<file path="config.mk">
export PLATFORM = sky130hd
export DESIGN_NAME = ro_measure_sequencer
export DESIGN_NICKNAME = d
export VERILOG_FILES = /design/src/rtl/ro_measure_sequencer_pkg.sv /design/src/rtl/ro_window_timer.sv /design/src/rtl/ro_measure_sequencer.sv
export SDC_FILE = /design/constraint.sdc
export NUM_CORES = 1
export LEC_CHECK = 0
export ABC_CLOCK_PERIOD_IN_PS = 3000
export BUFFER_PORTS_ARGS = -buffer_cell sky130_fd_sc_hd__buf_2
export CORE_UTILIZATION = 50
export CTS_CLUSTER_SIZE = 10
export DETAILED_ROUTE_END_ITERATION = 12
export GPL_ROUTABILITY_DRIVEN = 0
export HOLD_SLACK_MARGIN = 0.06
export PLACE_DENSITY_LB_ADDON = 0.05
export SKIP_LAST_GASP = 1
export SYNTH_ARGS = -nofsm -noshare
export SYNTH_HDL_FRONTEND = slang
export SYNTH_SLANG_ARGS = --single-unit
export TNS_END_PERCENT = 5
</file>
<file path="constraint.sdc">
create_clock -name clk -period 3 [get_ports clk]
set_input_delay 0.6 -clock clk [delete_from_list [all_inputs] [get_ports clk]]
set_output_delay 0.6 -clock clk [all_outputs]
set_load 0.02 [all_outputs]
</file>
<file path="src/rtl/ro_measure_sequencer_pkg.sv">
// Shared types and constants for the ring-oscillator measurement sequencer.
package ro_pkg;

  typedef enum logic [2:0] {
    ST_IDLE  = 3'd0,
    ST_CLEAR = 3'd1,
    ST_GATE  = 3'd2,
    ST_LATCH = 3'd3,
    ST_HDR   = 3'd4,
    ST_SEND  = 3'd5,
    ST_GAP   = 3'd6
  } ro_state_e;

  localparam logic [7:0] RO_HDR_BYTE = 8'hA5;

  // Width that holds 0..n; a zero-length count still needs one bit.
  function automatic int ro_timer_w(input int n);
    return (n < 1) ? 1 : $clog2(n + 1);
  endfunction

endpackage

</file>
<file path="src/rtl/ro_window_timer.sv">
// Loadable down-counter that saturates at zero; zero flags the terminal count.
module ro_window_timer #(
  parameter int CNT_W = 4
) (
  input  logic             clk,
  input  logic             rst,
  input  logic             load,
  input  logic [CNT_W-1:0] load_val,
  input  logic             en,
  output logic             zero
);

  logic [CNT_W-1:0] count_q;

  always_ff @(posedge clk) begin
    if (rst) begin
      count_q <= '0;
    end else if (load) begin
      count_q <= load_val;
    end else if (en && (count_q != '0)) begin
      count_q <= count_q - 1'b1;
    end
  end

  assign zero = (count_q == '0);

endmodule

</file>
<file path="src/rtl/ro_measure_sequencer.sv">
// Sequences one ring-oscillator measurement window and ships the latched count over UART.
// Optional feature: define RO_SEQ_HEADER_EN to prefix each result with a header byte.
module ro_measure_sequencer
  import ro_pkg::*;
#(
  parameter int WINDOW_CYCLES = 1000,
  parameter int GAP_CYCLES    = 16
) (
  input  logic       clk,
  input  logic       rst,
  input  logic       start,
  input  logic       continuous,
  input  logic [7:0] latch_count,
  input  logic       tx_ready,
  output logic       ro_en,
  output logic       cnt_clr,
  output logic       window_done,
  output logic       tx_valid,
  output logic [7:0] tx_data,
  output logic       busy
);

  localparam int WIN_W = ro_timer_w(WINDOW_CYCLES);
  localparam int GAP_W = ro_timer_w(GAP_CYCLES);
  localparam logic [WIN_W-1:0] WIN_LOAD = WIN_W'(WINDOW_CYCLES - 1);
  localparam logic [GAP_W-1:0] GAP_LOAD = GAP_W'((GAP_CYCLES > 0) ? GAP_CYCLES - 1 : 0);

  ro_state_e state_q;
  ro_state_e state_d;
  logic      win_zero;
  logic      gap_zero;
  logic      win_load;
  logic      win_en;
  logic      gap_load;
  logic      gap_en;

  // Timer is loaded during CLEAR so GATE sees WINDOW_CYCLES-1 .. 0.
  assign win_load = (state_q == ST_CLEAR);
  assign win_en   = (state_q == ST_GATE);
  assign gap_load = (state_q == ST_SEND) && tx_ready;
  assign gap_en   = (state_q == ST_GAP);

  ro_window_timer #(
    .CNT_W (WIN_W)
  ) u_window_timer (
    .clk      (clk),
    .rst      (rst),
    .load     (win_load),
    .load_val (WIN_LOAD),
    .en       (win_en),
    .zero     (win_zero)
  );

  ro_window_timer #(
    .CNT_W (GAP_W)
  ) u_gap_timer (
    .clk      (clk),
    .rst      (rst),
    .load     (gap_load),
    .load_val (GAP_LOAD),
    .en       (gap_en),
    .zero     (gap_zero)
  );

  always_comb begin
    state_d = state_q;
    case (state_q)
      ST_IDLE:  if (start || continuous) state_d = ST_CLEAR;
      ST_CLEAR: state_d = ST_GATE;
      ST_GATE:  if (win_zero) state_d = ST_LATCH;
`ifdef RO_SEQ_HEADER_EN
      ST_LATCH: state_d = ST_HDR;
`else
      ST_LATCH: state_d = ST_SEND;
`endif
      ST_HDR:   if (tx_ready) state_d = ST_SEND;
      ST_SEND: begin
        // A zero-length gap hands straight back to the continuous decision.
        if (tx_ready) begin
          if (GAP_CYCLES > 0) state_d = ST_GAP;
          else                state_d = continuous ? ST_CLEAR : ST_IDLE;
        end
      end
      ST_GAP:   if (gap_zero) state_d = continuous ? ST_CLEAR : ST_IDLE;
      default:  state_d = ST_IDLE;
    endcase
  end

  always_ff @(posedge clk) begin
    if (rst) state_q <= ST_IDLE;
    else     state_q <= state_d;
  end

  always_comb begin
    ro_en       = 1'b0;
    cnt_clr     = 1'b0;
    window_done = 1'b0;
    tx_valid    = 1'b0;
    tx_data     = 8'h00;
    busy        = (state_q != ST_IDLE);
    case (state_q)
      ST_CLEAR: cnt_clr     = 1'b1;
      ST_GATE:  ro_en       = 1'b1;
      ST_LATCH: window_done = 1'b1;
      ST_HDR: begin
        tx_valid = 1'b1;
        tx_data  = RO_HDR_BYTE;
      end
      ST_SEND: begin
        tx_valid = 1'b1;
        tx_data  = latch_count;
      end
      default: ;
    endcase
  end

endmodule
</file>
* Word-level counts from Yosys, hierarchy flattened *
Cells that the tools add are included.

operators by class
  eq/ne operators = 11
  mux-type cells = 16
  add/sub/neg operators = 2
  reductions and logical operators = 16

operator list
  cell                                                                   count
  3-bit one-hot mux with 7 select lines                                  1
  10-bit 2-to-1 mux                                                      2
  8-bit one-hot mux with 2 select lines                                  1
  3-bit 2-to-1 mux                                                       5
  10-bit logical NOT                                                     1
  2-bit inequality test (second input constant)                          5
  10-bit nonzero test                                                    1
  10-bit by 1-bit subtractor with 10-bit output (second input constant)  1
  3-bit == test (second input constant)                                  3
  4-bit 2-to-1 mux                                                       2
  3-bit by 2-bit == test with 1-bit output (second input constant)       2
  2-bit OR reduction                                                     3
  5-bit logical NOT                                                      1
  1-bit 2-to-1 mux                                                       5
  5-bit AND reduction                                                    1
  5-bit nonzero test                                                     1
  5-bit by 1-bit subtractor with 5-bit output (second input constant)    1
  2-bit nonzero test                                                     2
  3-bit by 1-bit == test with 1-bit output (second input constant)       1
  1-bit logical AND                                                      3
  3-bit logical NOT                                                      1
  3-bit nonzero test                                                     1
  1-bit logical OR                                                       1

storage, ports and cells
  register bits after elaboration = 18
  input bits = 13

* Logic depth before layout (Yosys ltp) *
Gate-level depths: netlist (run 1).

  depth after elaboration = 4
  gate-level depth with buffers = 7

* By module *
From an unflattened synthesis (run 1), not the netlist that was laid out.

unflattened totals
  cells, all modules = 154
  area, all modules = 1,253.7 um^2

by module, submodules not included
  module                             instances  cells each  area each (um^2)
  ro_window_timer at u_window_timer  1          72          626.9
  ro_window_timer at u_gap_timer     1          37          326.6
  ro_measure_sequencer               1          45          300.3

* Worst setup path after synthesis (run 1) *
Ideal clock, no wire load.

  path type = register to output
  from = register state_q[0]
  to = output port window_done
  data required time = 2.400 ns
  setup slack = 1.234 ns
  data arrival time = 1.166 ns
  cell stages (with the launch flop) = 3
  buffers on the path = 1
  cells stage by stage = dfxtp_1 > clkbuf_1 > nor3b_1

between the ends
  cells in the longest elaborated chain, start to end = 2

RTL lines
  item                                      line                         text
  start: declaration                        ro_measure_sequencer.sv:28   ro_state_e state_q;
  start signal: assignment                  ro_measure_sequencer.sv:91   else state_q <= state_d;
  3-bit by 2-bit == test with 1-bit output  ro_measure_sequencer.sv:101  case (state_q)
  1-bit 2-to-1 mux                          ro_measure_sequencer.sv:101
  end: declaration                          ro_measure_sequencer.sv:17   output logic window_done,

No other way between the ends.

* Final worst setup path (run 1) *
  from = register state_q[0]
  to = output port cnt_clr

between the ends
  cells in the longest elaborated chain, start to end = 2

RTL lines
  item                                      line                         text
  3-bit by 1-bit == test with 1-bit output  ro_measure_sequencer.sv:101
  1-bit 2-to-1 mux                          ro_measure_sequencer.sv:101
  end: declaration                          ro_measure_sequencer.sv:16   output logic cnt_clr,

No other way between the ends.

==> results of run 1 <==
==> area by class of cell <==
type	count	area [um^2]	area share, %
Timing Repair Buffer	25	125	9.82
Clock buffer	4	36.3	2.85
Tap cell	27	33.8	2.65
Inverter	14	52.6	4.13
Multi-Input combinational cell	95	666	52.3
Sequential cell	18	360	28.3
==> worst max path at each step <==
stage                                              from                             endpoint  slack [ns]  depth (start not counted)
CTS                             state_q[0]$_SDFFE_PP0P_                              cnt_clr        0.76                          3
global route                    state_q[0]$_SDFFE_PP0P_                              cnt_clr        0.60                          3
floorplan                       state_q[0]$_SDFFE_PP0P_                          window_done        1.23                          2
finish                          state_q[0]$_SDFFE_PP0P_                              cnt_clr        0.74                          3
global placement    u_gap_timer.count_q[0]$_SDFFE_PP0P_  u_gap_timer.count_q[1]$_SDFFE_PP0P_        1.14                          6
detailed placement  u_gap_timer.count_q[0]$_SDFFE_PP0P_  u_gap_timer.count_q[1]$_SDFFE_PP0P_        1.02                          6
==> critical path, stage by stage (launching register included) <==
cell and delay [ns]:
dfxtp_1 0.68, nand2_1 0.25, clkinv_1 0.24, buf_2 0.20
==> stage by stage <==
step	hold WS [ns]	util (%)	instances	setup slack, ns
after detailed placement	0.495	61.2	179	1.02
after global placement	0.489	61.2	179	1.14
final	0.521	63.0	183	0.740
after CTS	0.525	63.0	183	0.763
after floorplan	0.469	-	133	1.23
after global routing	0.543	63.0	183	0.599
==> where the power goes <==
group / leakage, nW / switching [mW] / internal [mW] / total [mW]
combinational: 0.415 / 0.204 / 0.153 / 0.357
clock: 0.0210 / 0.0782 / 0.0739 / 0.152
sequential: 0.147 / 0.0707 / 0.285 / 0.355
==> registers in the layout, indices dropped and copies added (netlist names) <==
register	cells
u_window_timer.count_q	10
state_q	3
u_gap_timer.count_q	5
==> metal layers <==
layer  global-route usage, %  wire, um
met5                       0         0
met4                    7.84        15
met3                    2.80        56
met2                    41.3      1270
met1                    22.0      1060
==> logic make-up (layout without fill, tap and decap cells) <==
| group | Yosys count | in the layout | synth area share (%) |
|---|---|---|---|
| AOI/OAI and AO/OA | 30 | 30 | 18.8 |
| xor gates and xnor gates | 3 | 3 | 2.36 |
| adders and majority gates | 4 | 4 | 4.49 |
| buffers and inverters | 20 | 43 | 7.86 |
| DFF | 18 | 18 | 32.4 |
| muxes | 4 | 4 | 3.71 |
| and+or+nand+nor | 54 | 54 | 30.4 |
==> synthesized netlist by cell type, drive strengths merged (2+ instances only) <==
library cell | n | area (um^2)
o21ai | 3 | 15.0
nand3 | 4 | 20.0
and4 | 4 | 38.8
mux2i | 3 | 30.0
a311oi | 4 | 35.0
a31oi | 2 | 27.5
nand3b | 2 | 15.0
ha | 4 | 50.1
buf | 3 | 23.8
nor4 | 3 | 33.8
and3 | 5 | 31.3
inv | 13 | 48.8
nor3 | 8 | 40.0
clkbuf | 3 | 11.3
nand2 | 6 | 22.5
dfxtp | 18 | 360
xnor2 | 3 | 26.3
or3 | 4 | 26.3
nor2 | 9 | 33.8
a211oi | 4 | 30.0
nor3b | 2 | 15.0
a21oi | 12 | 60.1
==> out/metrics.yaml, run 1 <==
status: "finished clean"
cts_tree: "done"
fmax_ghz: 0.443
finalMaxSlewViolations: 0
cp-end-kind: "output pin"
synth_seq_cells: 18
tightest_slew_ns: 0.652
r2r-end: "u_gap_timer.count_q[1]$_SDFFE_PP0P_"
holdPathEnd: "u_gap_timer.count_q[4]$_SDFFE_PP0P_"
die_area_um2: 2420
clock_skew_ns: 0.00463
grt_pass1_vias: 962
ctsHoldBuffers: 0
syn_avg_cell_area_um2: 8.37
die_h_um: 49.2
clk_latency_ns: 0.29
drv_cap: 0
final_cell_mix: "buf_2 (25), dfxtp_1 (18), inv_1 (13), a21oi_1 (12), nor2_1 (9)"
fin_area_um2: 1270
synthCells: 133
clkSlewWorstSetupHoldPaths_ns: 0.11
diodes: 0
power_leakage_nw: 0.584
core_area_um2: 2020
die_w_um: 49.2
routed_wl_um: 2400
post_cts_buffers: 0
drt-initial-drc-count: 19
io_pins: 26
startpoint_type: "register"
synth_area_um2: 1110
path_class: "register to output pin"
vias: 1029
crit_arrival_ns: 1.66
setup_tns_ns: 0
fin_total_pwr_uw: 865
synth_edf_count: 0
ir_drop_mv: 0.347
fill_cells: 191
area_growth_pct: 14.4
first_pass_iters: 4
hp-start: "u_gap_timer.count_q[4]$_SDFFE_PP0P_"
synth-main-ff-cell: "dfxtp_1"
start_util_pct: 55.1
dp_hpwl_um: 1770
drt-wirelength-per-cell_um: 13.1
finalCriticalPeriod_ns: 2.26
ff2ff_path_depth: 6
async_reset_ff_share_pct: 0
rows: 16
hold_class: "register to register"
grt_overflow: 0
grt.total_usage_pct: 21.0
crit_fanout: 20
cts-root-buf: "clkbuf_4"
hold_viol: 0
grt_antenna_before_repair: 0
reg2reg_slack_ns: 1.00
ys_types: 42
cp.required_ns: 2.40
cts_buffers: 3
fin_crit_sh_pct: 75.3
rsz0062_at_grt: "false"
maxSlewHeadroom_pct: 56.2
ys_seq_area_share_pct: 32.4
r2r_start: "u_gap_timer.count_q[0]$_SDFFE_PP0P_"
viasPerCell: 5.62
postPlaceCellArea_um2: 1240
min_path_cells: 2
power_density_nw_per_um2: 679
port_buffers: 25
grt_pass1_wl_um: 3960
drc: 0
drtAntennaViolNets: 0
drive_gt1_share_pct: 25.0
cts.path.max_buffers: 2
htree_num_levels: 1
ys_warn_count: 0
final_common_cell: "buf_2"
finalSetupViolations: 0
syn-num-nets: 150
grt_max_degree: 21
fin_nets: 174
post_cts_resize_count: 0
cts.sinks: 18
(Power assumes the default switching activity.)
==> run 2: changes to the inputs <==
- ABC_CLOCK_PERIOD_IN_PS: 3000 -> 2100
- clock period: 3 -> 2.1 ns (I/O delays scaled with it)
==> run 2 against run 1 <==
  * Core utilization increased by 1.2 points
  * Cell count increased by 1.6%
  * Wire length down 2.7%
  * Sequential power increased by 43%
  * Cell area is 1.9% higher
  * Die area is the same
  * Clock power grew 42%
  * Critical path type unchanged
==> out/metrics.yaml, run 2 (synthesis gave the netlist of run 1 again) <==
largest_reg_flops: 10
drt-wirelength-per-cell_um: 12.5
met1_usage_pct: 26.3
grt-busiest-layer: "met2"
grt_use_met3_pct: 4.05
maxSlewHeadroom_pct: 64.8
path_buf_inv: 2
status: "finished clean"
grt.total_usage_pct: 21.2
rows: 16
fill_cells: 184
cts_buffers: 3
drv_cap: 0
setup_tns_ns: 0
fin_total_pwr_mw: 1.25
start_util_pct: 55.1
dp_cells: 182
power_leakage_nw: 0.599
hold_class: "input port to register"
top_regs: "u_window_timer.count_q: 10 flops, u_gap_timer.count_q: 5 flops, state_q: 3 flops"
die_h_um: 49.2
regArea_um2: 362
finalMaxSlewViolations: 0
viasPerCell: 5.68
dp_slack_ns: 0.311
r2r_start: "u_window_timer.count_q[0]$_SDFFE_PP0P_"
regMostFlops: "u_window_timer.count_q"
crit_family: "flip-flops"
drc: 0
ff2ff_path_depth: 6
fin_crit_sh_pct: 93.7
r2r-end: "u_window_timer.count_q[7]$_SDFFE_PP0P_"
whs_ns: 0.504
fmax_ghz: 0.508
crit_fanout: 20
ctsHoldBuffers: 0
drt-initial-drc-count: 25
path_class: "register to output pin"
clk_latency_ns: 0.29
startpoint_type: "register"
finalSetupViolations: 0
routed_wl_um: 2330
postPlaceCellArea_um2: 1260
htree_num_levels: 1
cp_slowest_stage_delay_ns: 0.49
dp_hpwl_um: 1720
drtAntennaViolNets: 0
finalWorstSetupSlack_ns: 0.132
grt_antenna_before_repair: 0
grt_max_degree: 21
port_buffers: 25
critPathCapture: "ro_en"
grt_overflow: 0
cts.sinks: 18
fin_nets: 177
cts.path.max_buffers: 2
tightest_slew_ns: 0.527
grt_pass1_wl_um: 4020
vias: 1056
final_cell_mix: "buf_2 (25), dfxtp_1 (17), inv_1 (13), a21oi_1 (12), nor2_1 (9)"
hold_viol: 0
die_w_um: 49.2
power_density_nw_per_um2: 966
core_area_um2: 2020
cts_tree: "done"
crit_slowest_cell: "dfxtp_1"
diodes: 0
area_growth_pct: 16.5
ir_drop_mv: 0.544
clock_skew_ns: 0.00236
fin_util_pct: 64.2
io_pins: 26
cp_num_cells: 3
die_area_um2: 2420
fin_area_um2: 1300
finalCriticalPeriod_ns: 1.97
cp-end-kind: "output pin"
reg2reg_slack_ns: 0.28
crit_path_start: "state_q[0]$_SDFFE_PP0P_"
stdcell_count: 186
grt_pass1_vias: 928
rsz0062_at_grt: "false"
cts-root-buf: "clkbuf_4"
clkSlewWorstSetupHoldPaths_ns: 0.10
cp.required_ns: 1.68
cp_cell_sequence: "or3b_4, inv_1, buf_2"
grt_util_met2_pct: 35.6
first_pass_iters: 4
final_common_cell: "buf_2"
drive_gt1_share_pct: 27.0
crit_arrival_ns: 1.55
multi_input_area_um2: 666
==> run 2: changes by cell type in the layout (fill, tap and decap cells not counted) <==
| cell | delta |
|---|---|
| buf_4 | +3 |
| dfxtp_1 | -1 |
| dfxtp_2 | +1 |
==> run 2: worst min-delay path: stages <==
cell and delay [ns]:
buf_2 0.10, o22ai_1 0.07, o21a_1 0.17
==> run 2: how the worst min path moves through the flow <==
| stage | startpoint | end | slack, ns | depth (start not counted) |
|---|---|---|---|---|
| after global routing | rst | state_q[1]$_SDFFE_PP0P_ | 0.51 | 2 |
| after floorplan | u_gap_timer.count_q[4]$_SDFFE_PP0P_ | u_gap_timer.count_q[4]$_SDFFE_PP0P_ | 0.47 | 2 |
| after CTS | tx_ready | state_q[0]$_SDFFE_PP0P_ | 0.49 | 3 |
| after global placement | u_gap_timer.count_q[4]$_SDFFE_PP0P_ | u_gap_timer.count_q[4]$_SDFFE_PP0P_ | 0.48 | 2 |
| final | tx_ready | state_q[0]$_SDFFE_PP0P_ | 0.50 | 3 |
| after detailed placement | u_gap_timer.count_q[4]$_SDFFE_PP0P_ | u_gap_timer.count_q[4]$_SDFFE_PP0P_ | 0.50 | 2 |
==> run 2: power breakdown <==
group | switching, mW | leakage [nW] | internal, mW | total [mW]
clock network | 0.110 | 0.0210 | 0.106 | 0.216
registers | 0.0989 | 0.148 | 0.407 | 0.506
logic | 0.298 | 0.430 | 0.233 | 0.531
total | 0.507 | 0.599 | 0.746 | 1.25
==> run 2: area by class of cell <==
type / count / area share, %
Multi-Input combinational cell: 95 / 51.3
Sequential cell: 18 / 27.9
Timing Repair Buffer: 28 / 11.4
Inverter: 14 / 4.05
Clock buffer: 4 / 2.80
Tap cell: 27 / 2.60
==> run 2: layer usage <==
layer  vias to the layer above  part of all wire [%]
met3                         4                   4.4
met2                        32                    49
met1                       483                    46
met4                         0                  0.99
met5                         -                     0
li1                        537                     -
==> run 2: what timing repair did <==
action,CTS,global route
setup buffers,0,0
gates resized for setup,0,1
setup endpoints to repair,0,4
==> run 3: changes to the inputs <==
- SYNTH_HIERARCHICAL: not set -> 1
==> run 3 against run 2 <==
  * Sequential share of layout area fell by 4.0 points
  * Global-route usage rose by 2.2 points
  * Flip-flop and latch count did not move
  * Sequential power fell by 2%
  * First-iteration DRC count rose by 72%
  * Via count rose by 11%
  * Non-clock buffer count rose by 3
  * Cell count rose by 19%
  * Cell area rose by 17%
  * Hold slack improved by 0.028 ns
  * Critical path type is now register to register
==> out/metrics.yaml, run 3 <==
status: "finished clean"
grt_pass1_vias: 1059
ys_seq_area_share_pct: 28.7
ys_types: 57
hold_class: "register to register"
regMostFlops: "u_window_timer/count_q"
cp_slowest_stage_delay_ns: 0.35
viasPerCell: 5.27
finalCriticalPeriod_ns: 1.88
rsz0062_at_grt: "false"
drt-wirelength-per-cell_um: 12.0
grt_overflow: 0
cp.required_ns: 2.30
setup_tns_ns: 0
regArea_um2: 360
reg2reg_slack_ns: 0.22
grt_pass1_wl_um: 4770
largest_reg_flops: 10
die_h_um: 52.1
area_growth_pct: 20.7
crit_arrival_ns: 2.08
core_area_um2: 2300
rows: 17
cts.path.max_buffers: 2
die_area_um2: 2710
synth_area_um2: 1250
power_leakage_nw: 0.673
stdcell_count: 222
htree_num_levels: 1
netlist.area_leader.share_pct: 28.7
cts.sinks: 18
dp_hpwl_um: 1990
fin_nets: 210
startpoint_type: "register"
grt-busiest-layer: "met2"
finalWorstSetupSlack_ns: 0.215
min_path_cells: 2
cts_buffers: 3
r2r-end: "u_window_timer/count_q[7]$_SDFFE_PP0P_"
met1_usage_pct: 30.8
cts-root-buf: "clkbuf_4"
yosysTopAreaCell: "dfxtp_1"
ff2ff_path_depth: 6
holdPathEnd: "u_gap_timer/count_q[4]$_SDFFE_PP0P_"
vias: 1171
routed_wl_um: 2670
synth_compound_area_share_pct: 27.2
fill_cells: 205
dp_slack_ns: 0.172
drtAntennaViolNets: 0
final_common_cell: "buf_2"
finalMaxSlewViolations: 0
synth-adder-area-share_pct: 2.00
drc: 0
port_buffers: 25
drv_cap: 0
start_util_pct: 54.6
grt_antenna_before_repair: 0
drive_gt1_share_pct: 26.8
yosys.area_share.simple_pct: 30.0
syn_avg_cell_area_um2: 8.14
crit_path_frequent_cell: "nor2b_2"
synthXorXnorAreaFrac_pct: 1.40
synth_top_family_by_area: "simple AND/OR/NAND/NOR gates"
hp-start: "u_gap_timer/count_q[4]$_SDFFE_PP0P_"
r2r_start: "state_q[1]$_SDFFE_PP0P_"
first_pass_iters: 4
ctsHoldBuffers: 0
crit_fanout: 4
async_reset_ff_share_pct: 0
synthCells: 154
crit_path_start: "state_q[1]$_SDFFE_PP0P_"
top_regs: "u_window_timer/count_q: 10 flops, u_gap_timer/count_q: 5 flops, state_q: 3 flops"
fin_crit_sh_pct: 89.7
grt.total_usage_pct: 23.3
synth_commonest_cells: "dfxtp_1 (18), inv_1 (16), nor2_1 (14)"
synth-main-ff-cell: "dfxtp_1"
clock_skew_ns: 0.00462
finalSetupViolations: 0
cts_tree: "done"
diodes: 0
ir_drop_mv: 0.551
multi_input_area_um2: 847
ys_warn_count: 6
dp_cells: 218
crit_slowest_cell: "dfxtp_1"
cp-end-kind: "register"
synthMuxAreaShare_pct: 1.60
grt_max_degree: 23
die_w_um: 52.1
path_class: "register to register"
power_density_nw_per_um2: 876
grt_util_met2_pct: 37.0
yosys.cell_count.top_type: "dfxtp_1"
fmax_ghz: 0.531
drt-initial-drc-count: 43
clkSlewWorstSetupHoldPaths_ns: 0.10
yosys-top-cells-area: "dfxtp_1 (29%), a21oi_1 (5.2%), inv_1 (4.8%)"
synth_seq_cells: 18
post_cts_buffers: 0
synth_edf_count: 0
io_pins: 26
hold_viol: 0
clk_latency_ns: 0.28
cp_cell_sequence: "nor2b_2, nor2b_2, nor3b_2, nand3_1, or3_1, a221oi_1"
final_cell_mix: "buf_2 (25), dfxtp_1 (18), inv_1 (16), conb_1 (15), nor2_1 (14)"
grt_use_met3_pct: 7.02
==> run 3: changes by cell type after synthesis, sizes merged, moves of 3 or more <==
cell | before | now
a221oi | 1 | 4
inv | 13 | 17
nor2 | 9 | 14
nor3 | 8 | 5
and4 | 4 | 0
nand2b | 1 | 4
==> run 3: critical path, delay by kind of cell, from the launching register on <==
family	cells	cell delay (ns)
AOI/OAI and AO/OA	1	0.24
and+or+nand+nor	5	1.19
DFF	1	0.35
==> run 3: layout make-up <==
class | count | share of cell area (%)
tap | 28 | 2.32
timing repair buffer | 31 | 11.2
inverter | 17 | 4.22
sequential | 18 | 23.8
multi-input combinational | 124 | 56.0
clock buffer | 4 | 2.40
==> run 3: report_power, final <==
group	total (mW)	leakage, nW	internal (mW)	switching, mW
Sequential	0.497	0.147	0.412	0.0853
Clock	0.205	0.0210	0.105	0.0998
Combinational	0.622	0.505	0.279	0.343
Total	1.32	0.673	0.796	0.528
==> run 3: logic make-up after synthesis <==
family,Yosys count
muxes,2
adders and majority gates,2
other,2
DFF,18
buffers and inverters,25
AOI/OAI and AO/OA,41
and+or+nand+nor,62
xor gates and xnor gates,2
==> run 3: timing repair <==
action	4_1_cts	5_1_grt
resized for setup	0	1
hold endpoints to repair	0	0
endpoints found under the setup margin	0	4
==> run 3: through the flow <==
stage / total power, mW / hold WS (ns) / instance area [um^2] / util, %
floorplan: 0.968 / 0.475 / 1310 / -
global placement: 1.09 / 0.496 / 1470 / 64.2
detailed placement: 1.11 / 0.507 / 1470 / 64.2
CTS: 1.33 / 0.528 / 1510 / 65.7
global route: 1.43 / 0.566 / 1510 / 65.8
finish: 1.32 / 0.532 / 1510 / 65.8
==> run 3: worst max path at each step <==
stage / end / slack (ns) / depth (start not counted)
floorplan: u_window_timer/count_q[5]$_SDFFE_PP0P_ / 0.06 / 6
global placement: u_window_timer/count_q[7]$_SDFFE_PP0P_ / 0.22 / 6
detailed placement: u_window_timer/count_q[7]$_SDFFE_PP0P_ / 0.17 / 6
CTS: u_window_timer/count_q[7]$_SDFFE_PP0P_ / 0.14 / 6
global route: u_window_timer/count_q[7]$_SDFFE_PP0P_ / 0.06 / 6
finish: u_window_timer/count_q[7]$_SDFFE_PP0P_ / 0.22 / 6
==> run 3: per-layer routing <==
layer	part of all wire, %	wire length (um)
met1	50	1330
met2	46	1230
met3	3.6	95
met4	0.64	17
met5	0	0
